--- config.mk ---
export PLATFORM = sky130hd
export DESIGN_NAME = tlb_req_arbiter
export DESIGN_NICKNAME = d
export VERILOG_FILES = /design/src/rtl/tlb_req_arbiter.sv
export SDC_FILE = /design/constraint.sdc
export NUM_CORES = 1
export LEC_CHECK = 0
export CAP_MARGIN = 25
export CORE_AREA = 2 2 81 83
export DETAILED_ROUTE_END_ITERATION = 7
export DIE_AREA = 0 0 83 85
export DONT_BUFFER_PORTS = 1
export HOLD_SLACK_MARGIN = 0.15
export PLACE_DENSITY = 0.82
export SYNTH_ARGS = -nofsm -noshare
export SYNTH_HDL_FRONTEND = slang
export SYNTH_SLANG_ARGS = --single-unit
--- constraint.sdc ---
create_clock -name clk -period 1.63 [get_ports clk]
set_input_delay 0.326 -clock clk [delete_from_list [all_inputs] [get_ports clk]]
set_output_delay 0.326 -clock clk [all_outputs]
set_load 0.005 [all_outputs]
--- src/rtl/tlb_req_arbiter.sv ---
// tlb_req_arbiter
//   Shares one TLB lookup port between the instruction-fetch requester (if_*)
//   and the data-memory requester (mem_*). One lookup is outstanding at a time.
//   A grant pulses combinationally in the IDLE cycle that accepts a request.
//   The result comes back as a one-cycle *_rdy pulse. A flush kills an
//   accepted or in-flight lookup. If the TLB is still busy, the arbiter waits
//   in DRAIN and discards the late ack.
//
// Configuration macro:
//   TLB_ARB_RR_EN  defined   -> round-robin between requesters on contention
//                  undefined -> fixed priority, mem wins on contention
//
// Parameters:
//   VA_W   address width (virtual and physical)
//   EXC_W  TLB exception code width (0 = no exception)
//
// Ports:
//   clk, rst                    clock, synchronous active-high reset
//   if_req / mem_req            translation request
//   if_vaddr / mem_vaddr        address to translate (stable while *_req)
//   if_pending_exc / mem_...    requester is ineligible this cycle
//   if_gnt / mem_gnt            one-cycle accept pulse
//   if_rdy / mem_rdy            one-cycle result-valid pulse
//   if_paddr / mem_paddr        translated address, valid with *_rdy
//   if_tlb_exc / mem_tlb_exc    exception code, valid with *_rdy
//   flush                       pipeline flush
//   tlb_req, tlb_vaddr          shared TLB lookup request
//   tlb_ack, tlb_paddr, tlb_exc TLB completion
module tlb_req_arbiter #(
  parameter int VA_W  = 32,
  parameter int EXC_W = 2
) (
  input  logic             clk,
  input  logic             rst,
  input  logic             if_req,
  input  logic [VA_W-1:0]  if_vaddr,
  input  logic             if_pending_exc,
  output logic             if_gnt,
  output logic             if_rdy,
  output logic [VA_W-1:0]  if_paddr,
  output logic [EXC_W-1:0] if_tlb_exc,
  input  logic             mem_req,
  input  logic [VA_W-1:0]  mem_vaddr,
  input  logic             mem_pending_exc,
  output logic             mem_gnt,
  output logic             mem_rdy,
  output logic [VA_W-1:0]  mem_paddr,
  output logic [EXC_W-1:0] mem_tlb_exc,
  input  logic             flush,
  output logic             tlb_req,
  output logic [VA_W-1:0]  tlb_vaddr,
  input  logic             tlb_ack,
  input  logic [VA_W-1:0]  tlb_paddr,
  input  logic [EXC_W-1:0] tlb_exc
);

  typedef enum logic [1:0] {
    IDLE   = 2'd0,
    LOOKUP = 2'd1,
    RESP   = 2'd2,
    DRAIN  = 2'd3
  } state_t;

  state_t           state;
  logic             owner_mem;   // 1: mem owns the current lookup, 0: if
  logic [VA_W-1:0]  lat_vaddr;
  logic [VA_W-1:0]  res_paddr;
  logic [EXC_W-1:0] res_exc;

  logic elig_if;
  logic elig_mem;
  logic pick_mem;
  logic grant_any;
  logic resp_fire;

`ifdef TLB_ARB_RR_EN
  logic prio_mem;              // 1: mem wins the next contention
`endif

  // NOTE: every always_comb output gets a default before any condition so no
  // path leaves it unassigned, which would infer a latch.
  always_comb begin
    elig_if  = if_req  & ~if_pending_exc  & ~flush;
    elig_mem = mem_req & ~mem_pending_exc & ~flush;
    pick_mem = 1'b0;
`ifdef TLB_ARB_RR_EN
    pick_mem = elig_mem & (~elig_if | prio_mem);
`else
    pick_mem = elig_mem;
`endif
    // Grants are only possible from IDLE, so at most one lookup is in flight.
    grant_any = (state == IDLE) & ~rst & (elig_if | elig_mem);
    // A flush in RESP swallows the result pulse.
    resp_fire = (state == RESP) & ~rst & ~flush;
  end

  assign mem_gnt   = grant_any & pick_mem;
  assign if_gnt    = grant_any & ~pick_mem;
  assign mem_rdy   = resp_fire & owner_mem;
  assign if_rdy    = resp_fire & ~owner_mem;

  // The TLB keeps seeing the request through DRAIN, so the lookup it has
  // already started can finish and be thrown away cleanly.
  assign tlb_req   = ((state == LOOKUP) | (state == DRAIN)) & ~rst;
  assign tlb_vaddr = lat_vaddr;

  assign if_paddr    = res_paddr;
  assign mem_paddr   = res_paddr;
  assign if_tlb_exc  = res_exc;
  assign mem_tlb_exc = res_exc;

  // NOTE: sequential state uses non-blocking assignments, so every register
  // samples the pre-edge values of the others.
  always_ff @(posedge clk) begin
    if (rst) begin
      state     <= IDLE;
      owner_mem <= 1'b0;
      lat_vaddr <= '0;
      res_paddr <= '0;
      res_exc   <= '0;
`ifdef TLB_ARB_RR_EN
      prio_mem  <= 1'b1;
`endif
    end else begin
      case (state)
        IDLE: begin
          if (grant_any) begin
            owner_mem <= pick_mem;
            lat_vaddr <= pick_mem ? mem_vaddr : if_vaddr;
            state     <= LOOKUP;
`ifdef TLB_ARB_RR_EN
            prio_mem  <= ~pick_mem;
`endif
          end
        end
        LOOKUP: begin
          if (tlb_ack) begin
            if (flush) begin
              state <= IDLE;
            end else begin
              res_paddr <= tlb_paddr;
              res_exc   <= tlb_exc;
              state     <= RESP;
            end
          end else if (flush) begin
            state <= DRAIN;
          end
        end
        RESP: begin
          state <= IDLE;
        end
        DRAIN: begin
          if (tlb_ack) begin
            state <= IDLE;
          end
        end
        default: begin
          state <= IDLE;
        end
      endcase
    end
  end

endmodule

==> metrics.txt <==
# TYPE chip_impl_metric gauge
chip_impl_metric{name="report.final.setup_viol",unit=""} 2
chip_impl_metric{name="synthDistinctLibCells",unit=""} 32
chip_impl_metric{name="drv.max_cap_violation_count",unit=""} 0
chip_impl_metric{name="synth-seq-area-share",unit="%"} 43.3
chip_impl_metric{name="switching_share_of_power",unit="%"} 24.1
chip_impl_metric{name="final.setup.worst_slack",unit="ns"} -0.00786
chip_impl_metric{name="cp_max_fo",unit=""} 3
chip_impl_info{name="reg2reg_from",value="state[1]"} 1
chip_impl_info{name="rsz_0062_raised_after_global_routing",value="yes"} 1
chip_impl_metric{name="finalCoreUtilization",unit="%"} 54.8
chip_impl_metric{name="layout-area-overhead-vs-synth",unit="%"} 6.50
chip_impl_info{name="worstSetupStartpoint",value="state[0]"} 1
chip_impl_metric{name="power_density",unit="nW/um^2"} 1020
chip_impl_metric{name="postRouteAntennaNets",unit=""} 0
chip_impl_metric{name="tightest_slew",unit="ns"} 0.443
chip_impl_metric{name="initial_utilization",unit="%"} 51.5
chip_impl_metric{name="clkPwrFrac",unit="%"} 39.4
chip_impl_metric{name="vias_per_cell",unit=""} 6.17
chip_impl_metric{name="io_buffers",unit=""} 0
chip_impl_info{name="failed_checks",value="negative setup slack"} 1
chip_impl_metric{name="first_global_vias",unit=""} 2642
chip_impl_metric{name="report.final.hold_viol_count",unit=""} 0
chip_impl_metric{name="cts_sinks",unit=""} 69
chip_impl_metric{name="final_min_period_over_clock_period",unit="%"} 100
chip_impl_metric{name="tritoncts.num_buffers",unit=""} 9
chip_impl_metric{name="cts_max_level",unit=""} 3
chip_impl_metric{name="antenna_violations_before_repair",unit=""} 0
chip_impl_metric{name="count_of_flip_flops_with_a_built_in_enable_after_synthesis",unit=""} 0
chip_impl_metric{name="timing.clock.skew",unit="ns"} 0.00957
chip_impl_metric{name="vdd_ir_drop_max",unit="V"} 0.000700
chip_impl_metric{name="detailed_route_via_count",unit=""} 2762
chip_impl_metric{name="avgSynthCellArea",unit="um^2"} 8.06
chip_impl_info{name="run_status",value="finished, violations left"} 1
chip_impl_info{name="sort_of_element_at_the_start_of_the_critical_path",value="flop"} 1
chip_impl_metric{name="synth_area",unit="um^2"} 3190
chip_impl_metric{name="final_nets",unit=""} 472
chip_impl_metric{name="num-fill-cells",unit=""} 567
chip_impl_info{name="worst_hold_path_type",value="primary input to flop"} 1
chip_impl_info{name="synthFlopType",value="sky130_fd_sc_hd__dfxtp_1"} 1
chip_impl_metric{name="path_clk_slew",unit="ns"} 0.07
chip_impl_metric{name="drive_gt1_share",unit="%"} 13.7
chip_impl_info{name="layout.cells.most_common",value="sky130_fd_sc_hd__nand2_1"} 1
chip_impl_metric{name="switching_component_of_the_power",unit="mW"} 0.833
chip_impl_info{name="setup.worst_path.class",value="flop to output port"} 1
chip_impl_metric{name="drt_pass1_iterations",unit=""} 5
chip_impl_metric{name="share_comb_of_total_power",unit="%"} 8.3
chip_impl_metric{name="diodes",unit=""} 0
chip_impl_metric{name="placement_rows",unit=""} 29
chip_impl_metric{name="worst_ep_arrival_time",unit="ns"} 1.31
chip_impl_metric{name="final_worst_hold_slack",unit="ns"} 0.0622
chip_impl_info{name="cp-end-kind",value="output port"} 1
chip_impl_metric{name="grt_start_max_net_pins",unit=""} 71
chip_impl_metric{name="chipWidth",unit="um"} 83
chip_impl_metric{name="timing.slew.headroom",unit="%"} 70.4
chip_impl_metric{name="die_height",unit="um"} 85
chip_impl_metric{name="synth_cells",unit=""} 396
chip_impl_metric{name="avgRoutedWirePerCell",unit="um"} 18.0
chip_impl_metric{name="synthesized_flop_and_latch_total",unit=""} 69
chip_impl_metric{name="first_pass_grt_wire_length",unit="um"} 12400
chip_impl_metric{name="worst_case_clock_buffer_depth",unit=""} 2
chip_impl_metric{name="place_congestion",unit=""} 0.856
chip_impl_metric{name="final_period_minus_worst_setup_slack",unit="ns"} 1.64
chip_impl_metric{name="postSynthNetCount",unit=""} 502
chip_impl_metric{name="power.leakage",unit="nW"} 1.17
chip_impl_info{name="tritoncts_clock_tree",value="yes"} 1
chip_impl_metric{name="power.sequential.fraction",unit="%"} 52.3
chip_impl_metric{name="p_int",unit="mW"} 2.63
chip_impl_metric{name="gr-usage-all-layers",unit="%"} 21.3
chip_impl_metric{name="grt.overflow.total",unit=""} 0
chip_impl_metric{name="ios",unit=""} 211
chip_impl_metric{name="cts.hold.buffers_added",unit=""} 6
chip_impl_info{name="critPathCapture",value="if_gnt"} 1
chip_impl_metric{name="number_of_pins_with_negative_max_slew_slack_in_the_final_report",unit=""} 0
chip_impl_metric{name="detail_route.iter0.violations",unit=""} 198
chip_impl_metric{name="setup_slack_placement",unit="ns"} -0.0242
chip_impl_metric{name="drc",unit=""} 0
chip_impl_metric{name="die-area",unit="um^2"} 7060
chip_impl_metric{name="yosys_warnings",unit=""} 0
chip_impl_metric{name="dp.final_hpwl",unit="um"} 5310
chip_impl_info{name="clock_tree.root_cell",value="sky130_fd_sc_hd__clkbuf_8"} 1
chip_impl_metric{name="required",unit="ns"} 1.30
chip_impl_metric{name="async_reset_ff_share",unit="%"} 0
chip_impl_metric{name="timing.reg2reg.setup_slack",unit="ns"} 0.07
chip_impl_info{name="rr_endpoint",value="tlb_vaddr[15]"} 1
chip_impl_metric{name="routed_wirelength",unit="um"} 8060
chip_impl_metric{name="insertion_delay",unit="ns"} 0.34
chip_impl_metric{name="max_clock_freq",unit="MHz"} 611
chip_impl_info{name="most-common-layout-cells",value="sky130_fd_sc_hd__nand2_1, sky130_fd_sc_hd__dfxtp_1, sky130_fd_sc_hd__inv_1, sky130_fd_sc_hd__a21oi_1, sky130_fd_sc_hd__a221oi_1"} 1
chip_impl_metric{name="r2r.worst_path.cells",unit=""} 5
chip_impl_metric{name="design.core.area",unit="um^2"} 6200
-- cell type report --
type	count	area [um^2]	share of cell area, %
clock buffers	12	145	4.27
clock inverters	4	47.5	1.40
inverters	34	128	3.75
multi-input cells	223	1300	38.1
flip-flops and latches	69	1380	40.7
well taps	77	96.3	2.83
repair buffers	29	304	8.94
-- what timing repair did --
action / 4_1_cts / 5_1_grt
gates cloned: 0 / 1
buffers inserted: 3 / 3
setup endpoints to repair: 4 / 39
pin swaps: 4 / 3
endpoints found under the hold margin: 68 / 62
gates resized for setup: 10 / 6
-- critical path, stage by stage (launching register included) --
cell                      delay [ns]
sky130_fd_sc_hd__dfxtp_2        0.33
sky130_fd_sc_hd__buf_6          0.12
sky130_fd_sc_hd__nor4_4         0.21
sky130_fd_sc_hd__buf_4          0.16
sky130_fd_sc_hd__nand2_4        0.05
sky130_fd_sc_hd__nor2_4         0.11
-- power groups by stage --
stage	Combinational [mW]	Sequential, mW	Clock (mW)
after floorplan	0.232	1.83	0
final	0.288	1.81	1.36
after CTS	0.273	1.81	1.40
after global placement	0.235	1.84	0
after global routing	0.317	1.81	1.46
after detailed placement	0.246	1.84	0
-- Yosys cell counts, types with 8 or more instances --
cell type	n	area (um^2)
sky130_fd_sc_hd__buf_4	34	255
sky130_fd_sc_hd__nand3_1	18	90.1
sky130_fd_sc_hd__o311ai_0	8	70.1
sky130_fd_sc_hd__a221oi_1	28	245
sky130_fd_sc_hd__buf_2	10	50.1
sky130_fd_sc_hd__a21oi_1	34	170
sky130_fd_sc_hd__nand2_1	85	319
sky130_fd_sc_hd__dfxtp_1	69	1380
sky130_fd_sc_hd__nand4_1	18	113
sky130_fd_sc_hd__inv_1	34	128
sky130_fd_sc_hd__o311ai_1	10	87.6
sky130_fd_sc_hd__clkbuf_1	20	75.1
-- kinds of logic (layout without fill, tap and decap cells) --
logic type / Yosys count / in the layout / share of synthesized area, %
compound gates: 84 / 84 / 19.0
xor+xnor: 1 / 1 / 0.274
buf+inv: 104 / 79 / 17.6
flops: 69 / 69 / 43.3
simple gates: 138 / 138 / 19.8
-- layer usage --
metal	wire length, um	GRT usage, %	share of wire [%]
met5	0	0	0
met4	121	7.30	1.5
met3	772	7.98	9.6
met2	4060	37.6	50
met1	3110	23.6	39
-- stage by stage --
| stage | setup TNS [ns] | instance area (um^2) | cells | total power [mW] |
|---|---|---|---|---|
| 2_1_floorplan | 0 | 3190 | 396 | 2.06 |
| 3_3_place_gp | 0 | 3030 | 419 | 2.08 |
| 3_5_place_dp | -0.0474 | 3030 | 419 | 2.09 |
| 4_1_cts | -0.146 | 3350 | 444 | 3.48 |
| 5_1_grt | -0.133 | 3400 | 448 | 3.59 |
| 6_report | -0.00897 | 3400 | 448 | 3.46 |
-- worst min path at each step --
stage	start	endpoint	slack [ns]	cells after the start
after floorplan	tlb_ack	state[0]	0.44	1
after global placement	rst	if_paddr[1]	0.40	1
after detailed placement	rst	if_paddr[1]	0.41	1
after CTS	rst	if_paddr[1]	0.04	1
after global routing	rst	if_paddr[1]	0.03	1
final	rst	if_paddr[1]	0.06	1
-- registers in the layout, indices dropped and copies added (netlist names) --
register and cells:
state 2, if_paddr 32, tlb_vaddr 32, owner_mem 1
if_tlb_exc 2
(Power assumes the default switching activity.)
